### config.mk
export PLATFORM = sky130hd
export DESIGN_NAME = ticket_issuer
export DESIGN_NICKNAME = d
export VERILOG_FILES = /design/src/rtl/ticket_issuer.sv
export SDC_FILE = /design/constraint.sdc
export NUM_CORES = 1
export LEC_CHECK = 0
export CELL_PAD_IN_SITES_DETAIL_PLACEMENT = 1
export CELL_PAD_IN_SITES_GLOBAL_PLACEMENT = 1
export CORE_AREA = 2 2 68 70
export CTS_CLUSTER_SIZE = 14
export DETAILED_ROUTE_END_ITERATION = 10
export DIE_AREA = 0 0 70 72
export HOLD_SLACK_MARGIN = 0.08
export PLACE_DENSITY = 0.9
export RECOVER_POWER = 50
export SYNTH_ARGS = -nofsm -noshare
export SYNTH_HDL_FRONTEND = slang
export SYNTH_SLANG_ARGS = --single-unit
### constraint.sdc
create_clock -name clk -period 4.9 [get_ports clk]
set_input_delay 1.47 -clock clk [delete_from_list [all_inputs] [get_ports clk]]
set_output_delay 1.47 -clock clk [all_outputs]
set_load 0.01 [all_outputs]
### src/rtl/ticket_issuer.sv
// rtl/ticket_issuer.sv - debounced push-button ticket issuer feeding a customer queue

module ticket_issuer #(
    parameter int DT_SZ  = 4,
    parameter int DB_CYC = 16
) (
    input  logic             clk,
    input  logic             rst_n,
    input  logic             btn,
    input  logic [DT_SZ-1:0] sw_time,
    input  logic             q_full,
    output logic             out_valid,
    output logic [DT_SZ-1:0] out_num,
    output logic [DT_SZ-1:0] out_time,
    output logic [DT_SZ-1:0] last_num,
    output logic [7:0]       issued_cnt,
    output logic             pending
);

    typedef enum logic [2:0] {IDLE, DBNC, ISSUE, HOLD, REL} state_t;

    localparam logic [7:0]       DB_LAST = 8'(DB_CYC - 1);
    localparam logic [DT_SZ-1:0] ONE     = DT_SZ'(1);

    state_t           state, state_nxt;
    logic [7:0]       db_cnt, db_cnt_nxt;
    logic             btn_m, btn_s;
    logic [DT_SZ-1:0] next_num;
    logic [DT_SZ-1:0] time_q;
    logic             issue;
    logic             latch_time;

    always_ff @(posedge clk) begin
        if (!rst_n) begin
            btn_m <= 1'b0;
            btn_s <= 1'b0;
        end else begin
            btn_m <= btn;
            btn_s <= btn_m;
        end
    end

    // db_cnt counts stable-high cycles in DBNC and stable-low cycles in REL
    always_comb begin
        state_nxt  = state;
        db_cnt_nxt = db_cnt;
        issue      = 1'b0;
        latch_time = 1'b0;
        case (state)
            IDLE: begin
                if (btn_s) begin
                    state_nxt  = DBNC;
                    db_cnt_nxt = 8'd0;
                end
            end
            DBNC: begin
                if (!btn_s) begin
                    state_nxt = IDLE;
                end else if (db_cnt == DB_LAST) begin
                    state_nxt  = ISSUE;
                    latch_time = 1'b1;
                end else begin
                    db_cnt_nxt = db_cnt + 8'd1;
                end
            end
            ISSUE: begin
                if (q_full) begin
                    state_nxt = HOLD;
                end else begin
                    issue      = 1'b1;
                    state_nxt  = REL;
                    db_cnt_nxt = 8'd0;
                end
            end
            HOLD: begin
                if (!q_full) begin
                    issue      = 1'b1;
                    state_nxt  = REL;
                    db_cnt_nxt = 8'd0;
                end
            end
            REL: begin
                if (btn_s) begin
                    db_cnt_nxt = 8'd0;
                end else if (db_cnt == DB_LAST) begin
                    state_nxt = IDLE;
                end else begin
                    db_cnt_nxt = db_cnt + 8'd1;
                end
            end
            default: state_nxt = IDLE;
        endcase
    end

    always_ff @(posedge clk) begin
        if (!rst_n) begin
            state      <= IDLE;
            db_cnt     <= 8'd0;
            time_q     <= '0;
            out_valid  <= 1'b0;
            out_num    <= '0;
            out_time   <= '0;
            last_num   <= '0;
            issued_cnt <= 8'd0;
            pending    <= 1'b0;
            next_num   <= ONE;
        end else begin
            state     <= state_nxt;
            db_cnt    <= db_cnt_nxt;
            out_valid <= issue;
            pending   <= (state_nxt == HOLD);
            if (latch_time) begin
                time_q <= (sw_time == '0) ? ONE : sw_time;
            end
            if (issue) begin
                out_num  <= next_num;
                out_time <= time_q;
                last_num <= next_num;
                // zero is reserved to mean "nothing issued yet"
                next_num <= (next_num == '1) ? ONE : next_num + ONE;
                if (issued_cnt != 8'hFF) begin
                    issued_cnt <= issued_cnt + 8'd1;
                end
            end
        end
    end

endmodule

After elaboration in Yosys (flattened, before gate mapping). Cells that the tools add are included.

$add $sub $neg: 3. Multiply operators: 0. Div/mod/pow operators: 0. Order comparisons: 0. Equality and inequality tests: 11. Shift-type cells: 0. Mux-type cells: 21. Bitwise logic cells: 0. Reduce and logical (&&, ||, !) cells: 6.

Operators by type and width (number): 8-bit two-way mux (5); 8-bit one-hot mux with 4 select lines (1); 3-bit two-way mux (7); 8-bit by 1-bit adder with 8-bit output, second input constant (2); 3-bit one-hot mux with 5 select lines (1); 3-bit by 2-bit equality test with 1-bit output, second input constant (3); 8-bit by 4-bit equality test with 1-bit output, second input constant (1); 4-bit two-way mux (2); 8-bit != test, second input constant (1); 2-bit != test, second input constant (3); 1-bit two-way mux (5); 4-bit by 1-bit adder with 4-bit output, second input constant (1); 4-bit equality test, second input constant (1); 4-bit logical NOT (1); 4-bit AND reduction (1); 4-bit nonzero test (1); 3-bit by 1-bit equality test with 1-bit output, second input constant (1); 3-bit equality test, second input constant (1); 3-bit logical NOT (1); 2-bit AND reduction (1); 2-bit OR reduction (1).

Flip-flop bits (word level): 39. Bits in latches: 0. Memory bits (writable): 0. Memory bits (read-only): 0. Input bits: 8. Memories kept: 0.

Longest topological paths before layout. Gate-level depths: netlist of run 1.

Depth after elaboration: 5. Depth in mapped cells: 6.

Worst setup path before layout of run 1. Ideal clock, no wire load.

Path kind: input -> register. From: input q_full. To: register issued_cnt[7]. Library setup time: 0.070 ns. Data arrival time: 2.386 ns. Data required time: 4.830 ns. Path slack: 2.444 ns. Cell stages on the path: 4. Buffers on the path: 0. Cells stage by stage: nor3b_4 o21ai_2 or4_1 a21oi_1.

Longest elaborated chain between the ends: 3.

RTL lines: from (decl) (RTL line 11) `input logic q_full,`; 1-bit two-way mux (RTL line 67, 76); 1-bit two-way mux; 2-bit AND reduction (no line); to (signal assigned) (RTL line 122) `issued_cnt <= issued_cnt + 8'd1;`; to (decl) (RTL line 16) `output logic [7:0] issued_cnt,`.

Every way passes these cells. A chain may end at the register's enable or synchronous reset.

Worst setup path in the final report of run 1. Same ends and word-level chain as after synthesis.

==> run_results.csv, run 1 <==
group,metric,value,unit
yosys,syn-num-nets,210,
power_and_ir_drop,ir_drop,0.000154,V
power_and_ir_drop,p_leak,0.816,nW
clocking,clk_pin_slew,0.08,ns
final_layout,drive_gt1_share,8.00,%
sta,setup_viol,0,
clocking,clock_path_buffers,2,
route,wl_per_cell,15.9,um
yosys,async_reset_ff_share,0,%
clocking,clkSinkCount,39,
yosys,ys_types,42,
yosys,synth-edff-count,0,
flow_run,drv_cap,0,
route,drt_iter0_drc,35,
sta,tightestPinTransition,0.902,ns
clocking,post_cts.repair.setup_buffers,0,
power_and_ir_drop,p_switching,0.000126,W
worst_setup_path,slowest_stage,"dlygate4sd3_1",
yosys,yosysTopAreaCell,"dfxtp_1",
power_and_ir_drop,powerDensity,283,nW/um^2
place,placed_area,2070,um^2
yosys,yosysSeqAreaShare,44.0,%
worst_setup_path,cp_cell_sequence,"dlygate4sd3_1 > nor3b_4 > o21ai_2 > or4_1 > a21oi_1",
sta,setup_tns,0,ns
yosys,syn-instance-count,199,
power_and_ir_drop,comb_power_share,3.2,%
grt,grt_pass1_wl,7.65,mm
yosys,ys_warn_count,0,
route,num_vias,1568,
sta,relSlewSlack,39.8,%
final_layout,final_cells,277,
worst_setup_path,crit_buf_inv,1,
clocking,clk_root_buffer_cell,"clkbuf_8",
yosys,synth_area_leaders,"dfxtp_1 44%, a21oi_1 5.6%, nand2_1 5.5%",
worst_setup_path,end_kind,"flop",
sta,fin_crit_sh,67.9,%
grt,grt_max_degree,31,
route,drc,0,
worst_setup_path,cp_max_fo,14,
route,first_pass_iters,4,
grt,grtUsageTotal,19.1,%
place,gp_congestion,0.782,
power_and_ir_drop,intPower,0.000492,W
yosys,synth_top_area_share,44.0,%
clocking,ctsResizeCount,0,
final_layout,n_antenna_cell,0,
floorplanning,fp.coreArea,4260,um^2
final_layout,final_cell_mix,"39 x dfxtp_1, 26 x nand2_1, 20 x a21oi_1, 20 x dlygate4sd3_1, 14 x nor2_1",
final_layout,nNetsFinal,235,
clocking,clk_latency,0.30,ns
floorplanning,ioPinCount,30,
worst_hold_path,hp-class,"flop to flop",
power_and_ir_drop,p_seq_share,51.8,%
status,run_status,"finished clean",
worst_setup_path,cp_top_family,"simple AND/OR/NAND/NOR gates",
worst_setup_path,arrival,3.55,ns
sta,rsz0062_at_grt,"no",
sta,hold_slack,0.451,ns
floorplanning,die_w,70,um
route,finalWirelength,4.41,mm
yosys,avgSynthCellArea,8.92,um^2
final_layout,nFillCells,493,
yosys,netlist_area,1770,um^2
sta,fmax,300,MHz
worst_setup_path,cp-start-kind,"input port",
floorplanning,initial_core_util,41.6,%
final_layout,design_area,2180,um^2
sta,slew_violations,0,
worst_hold_path,whs_path_depth,2,
place,hpwl,3.14,mm
floorplanning,num_rows,24,
clocking,cts_tree,"done",
grt,antenna_found_initial,0,
grt,overflow,0,
power_and_ir_drop,p_sw_share,20.4,%
final_layout,areaGrowthSynthToFinish,22.8,%
power_and_ir_drop,clock_power_share,45.0,%
grt,grt_pass1_vias,1657,
route,avgViaCountPerCell,5.66,
sta,clock_skew,0.00633,ns
worst_setup_path,critPathKind,"input port to flop",
clocking,htree_num_levels,2,
worst_setup_path,critical_path_depth,5,
sta,fin_ws,1.57,ns
place,dp_slack,1.38,ns
sta,layout_min_cycle_time,3.33,ns
yosys,synth-seq-cells,39,
final_layout,final_common_cell,"dfxtp_1",
place,place_inst,269,
clocking,cts_buffers,5,
worst_setup_path,cp.required,5.12,ns
sta,hold_viol,0,
place,io_buffer_count,29,
floorplanning,die_h,72,um
worst_setup_path,r2r_cells,4,
clocking,holdBufCountCts,0,
yosys,ys.flop_type,"dfxtp_1",
route,ant_nets,0,
worst_setup_path,max_stage_delay,0.62,ns
floorplanning,die-area,5040,um^2
==> power by group through the flow <==
| stage | Sequential (W) | Combinational (W) | Clock, W |
|---|---|---|---|
| 2_1_floorplan | 0.000327 | 0.0000105 | 0 |
| 3_3_place_gp | 0.000327 | 0.0000196 | 0 |
| 3_5_place_dp | 0.000327 | 0.0000203 | 0 |
| 4_1_cts | 0.000320 | 0.0000203 | 0.000286 |
| 5_1_grt | 0.000320 | 0.0000215 | 0.000299 |
| 6_report | 0.000320 | 0.0000196 | 0.000278 |
==> per-stage QoR <==
step / power, W / util [%]
final: 0.000618 / 51.1
after global routing: 0.000641 / 51.1
after CTS: 0.000626 / 51.2
after detailed placement: 0.000348 / 48.4
after global placement: 0.000347 / 48.4
after floorplan: 0.000337 / -
==> state kept, by name (all words and copies together) (netlist names) <==
| register | count |
|---|---|
| btn_m | 1 |
| btn_s | 1 |
| db_cnt | 8 |
| issued_cnt | 8 |
| last_num | 4 |
| next_num | 4 |
| out_time | 4 |
| out_valid | 1 |
| pending | 1 |
| state | 3 |
| time_q | 4 |
==> layout make-up <==
cell class	instances	area (um^2)	share of cell area (%)
clock buffers	6	82.6	3.79
well taps	52	65.1	2.99
flip-flops and latches	39	781	35.8
multi-input cells	145	911	41.8
repair buffers	30	294	13.5
inverters	3	11.3	0.517
clock inverters	2	35.0	1.61
==> Yosys cell counts, types with 2 or more instances <==
cell and instances:
ha_1 3, mux2i_1 4, a22o_1 2, nor2_1 14, clkbuf_1 6, inv_1 3, xor2_1 3, or3_1 6
a21boi_1 5, o21ai_1 2, dfxtp_1 39, o31ai_1 3, nand3_1 10, a21oi_1 20, buf_4 5, o21ai_0 9
nor3b_2 2, nor3_1 3, nor2b_1 2, nand2_1 26, or4_1 4, o2bb2ai_1 2, and2_1 3, a31oi_1 2
a21boi_0 3, nand4_1 2
==> kinds of logic after synthesis <==
group                    after synthesis  share of synthesized area [%]
AND/OR/NAND/NOR                       83                           27.2
AO/OA/AOI/OAI                         52                           18.3
flip-flops                            39                           44.0
buffers and inverters                 15                           4.65
multiplexers                           4                           2.26
XOR/XNOR                               3                           1.48
adder cells (fa/ha/maj)                3                           2.12
==> worst paths after layout <==
kind                    start       endpoint  slack (ns)
setup / recovery       q_full  issued_cnt[7]        1.57
hold / removal    out_time[0]    out_time[0]        0.45
setup reg to reg     state[1]  issued_cnt[7]        2.70
hold reg to reg   out_time[0]    out_time[0]        0.45
==> routing by layer <==
layer | vias up | routed length [um] | global-route usage [%]
li1 | 755 | - | -
met1 | 769 | 1860 | 21.1
met2 | 32 | 2290 | 34.4
met3 | 12 | 162 | 5.28
met4 | 0 | 102 | 8.76
met5 | - | 0 | 0
==> worst min-delay path, stage by stage, from the launching register on <==
cell     delay, ns
dfxtp_1       0.31
nand2_1       0.05
a21oi_1       0.05
Power figures use the tool's default switching activity.
==> inputs of run 2 (changes only) <==
--- a/config.mk
+++ b/config.mk
@@ -7,12 +7,12 @@
 export LEC_CHECK = 0
 export CELL_PAD_IN_SITES_DETAIL_PLACEMENT = 1
 export CELL_PAD_IN_SITES_GLOBAL_PLACEMENT = 1
-export CORE_AREA = 2 2 68 70
+export CORE_AREA = 2 2 71 73
 export CTS_CLUSTER_SIZE = 14
 export DETAILED_ROUTE_END_ITERATION = 10
-export DIE_AREA = 0 0 70 72
+export DIE_AREA = 0 0 73 75
 export HOLD_SLACK_MARGIN = 0.08
-export PLACE_DENSITY = 0.9
+export PLACE_DENSITY = 0.84
 export RECOVER_POWER = 50
 export SYNTH_ARGS = -nofsm -noshare
 export SYNTH_HDL_FRONTEND = slang
==> constraint.sdc (replaced) <==
create_clock -name clk -period 3.1 [get_ports clk]
set_input_delay 0.93 -clock clk [delete_from_list [all_inputs] [get_ports clk]]
set_output_delay 0.93 -clock clk [all_outputs]
set_load 0.01 [all_outputs]
==> run_results.csv, run 2 (synthesis results as in run 1) <==
group,metric,value,unit
grt,antenna_found_initial,0,
final_layout,reg.largest.list,"db_cnt (8), issued_cnt (8)",
clocking,cts_buffers,5,
floorplanning,die_h,75,um
worst_setup_path,r2r_cells,5,
final_layout,final_cell_mix,"39 x dfxtp_1, 26 x nand2_1, 24 x clkdlybuf4s50_1, 20 x a21oi_1, 14 x nor2_1",
final_layout,nFillCells,553,
route,ant_nets,0,
floorplanning,die_w,73,um
worst_hold_path,hp-class,"flop to flop",
floorplanning,num_rows,25,
worst_setup_path,arrival,2.78,ns
worst_setup_path,cp.required,3.24,ns
place,gp_congestion,0.750,
power_and_ir_drop,ir_drop,0.000212,V
sta,setup_tns,0,ns
route,drc,0,
worst_hold_path,hp-start,"btn_m",
clocking,cts_tree,"done",
power_and_ir_drop,powerDensity,412,nW/um^2
final_layout,n_antenna_cell,0,
place,hpwl,2.86,mm
sta,fin_crit_sh,85.1,%
grt,grtUsageTotal,16.6,%
worst_setup_path,critPathKind,"input port to flop",
worst_setup_path,cp-start-kind,"input port",
final_layout,final_common_cell,"dfxtp_1",
clocking,clkSinkCount,39,
worst_setup_path,r2r_end,"db_cnt[3]",
sta,layout_min_cycle_time,2.64,ns
place,io_buffer_count,29,
worst_setup_path,cp_max_fo,28,
floorplanning,initial_core_util,38.1,%
clocking,clk_pin_slew,0.09,ns
worst_hold_path,hold_end,"btn_s",
floorplanning,die-area,5480,um^2
route,avgViaCountPerCell,5.41,
sta,slew_violations,0,
final_layout,drive_gt1_share,9.17,%
grt,overflow,0,
power_and_ir_drop,p_leak,0.760,nW
route,wl_per_cell,14.4,um
sta,clock_skew,0.0103,ns
clocking,holdBufCountCts,0,
sta,relSlewSlack,20.9,%
final_layout,nNetsFinal,239,
clocking,clock_path_buffers,2,
final_layout,areaGrowthSynthToFinish,23.1,%
grt,busiest_layer,"met2",
route,num_vias,1531,
final_layout,post-route-util,46.9,%
floorplanning,fp.coreArea,4660,um^2
grt,use_met1,20.8,%
grt,grt_max_degree,29,
sta,tightestPinTransition,1.19,ns
route,first_pass_iters,4,
sta,rsz0062_at_grt,"no",
worst_setup_path,r2r-start,"state[1]",
grt,met3_usage,4.55,%
sta,fmax,379,MHz
floorplanning,ioPinCount,30,
clocking,clk_root_buffer_cell,"clkbuf_8",
clocking,htree_num_levels,2,
grt,grt_pass1_wl,6.98,mm
clocking,ctsResizeCount,0,
clocking,post_cts.repair.setup_buffers,0,
flow_run,drv_cap,0,
status,run_status,"finished clean",
route,finalWirelength,4.06,mm
grt,grt_pass1_vias,1543,
worst_hold_path,whs_path_depth,1,
clocking,clk_latency,0.31,ns
sta,hold_viol,0,
worst_setup_path,rrSetupSlack,1.23,ns
route,drt_iter0_drc,88,
worst_setup_path,end_kind,"flop",
sta,setup_viol,0,
grt,gr-usage-met2,26.8,%
[run 2: critical path, cell delays in order]
cell and delay (ns):
dlygate4sd3_1 0.65, inv_1 0.15, clkbuf_1 0.88, nor3_1 0.16
[run 2: metrics by stage]
stage | total power, W | cell area [um^2] | hold WS, ns | setup slack (ns) | instances
finish | 0.000900 | 2180 | 0.440 | 0.463 | 283
global route | 0.000938 | 2180 | 0.466 | 0.340 | 283
CTS | 0.000913 | 2190 | 0.443 | 0.767 | 283
detailed placement | 0.000551 | 2100 | 0.423 | 0.457 | 275
global placement | 0.000551 | 2100 | 0.420 | 0.513 | 275
floorplan | 0.000533 | 1770 | 0.412 | 1.18 | 199
[run 2: worst max-delay path by stage]
stage,endpoint,slack [ns],start,cells past startpoint
global placement,next_num[3],0.51,q_full,6
CTS,next_num[3],0.77,q_full,6
detailed placement,next_num[3],0.46,q_full,6
global route,time_q[0],0.34,rst_n,4
floorplan,issued_cnt[7],1.18,q_full,4
finish,time_q[0],0.46,rst_n,4
[run 2: power by group]
| group | internal, W | switching [W] |
|---|---|---|
| sequential | 0.000503 | 0.00000264 |
| clock | 0.000161 | 0.000202 |
| combinational | 0.0000151 | 0.0000166 |
| total | 0.000679 | 0.000221 |
[run 2: area by class of cell]
class                      instances  area [um^2]  share of cell area [%]
clock inverter                     3         25.0                    1.15
multi-input combinational        145          911                    41.7
timing repair buffer              34          320                    14.7
inverter                           3         11.3                   0.515
sequential                        39          781                    35.7
clock buffer                       5         68.8                    3.15
tap                               54         67.6                    3.09
[run 2: per-layer routing]
metal / routed length (um) / part of all wire [%] / vias up
met1: 1960 / 48 / 734
li1: - / - / 767
met5: 0 / 0 / -
met2: 1890 / 47 / 23
met4: 70 / 1.7 / 0
met3: 145 / 3.6 / 7
==> inputs of run 3 (changes only) <==
--- a/config.mk
+++ b/config.mk
@@ -17,3 +17,4 @@
 export SYNTH_ARGS = -nofsm -noshare
 export SYNTH_HDL_FRONTEND = slang
 export SYNTH_SLANG_ARGS = --single-unit
+export TNS_END_PERCENT = 100
==> results of run 3 <==
Final layout, timing and power as in run 2 (identical DEF).
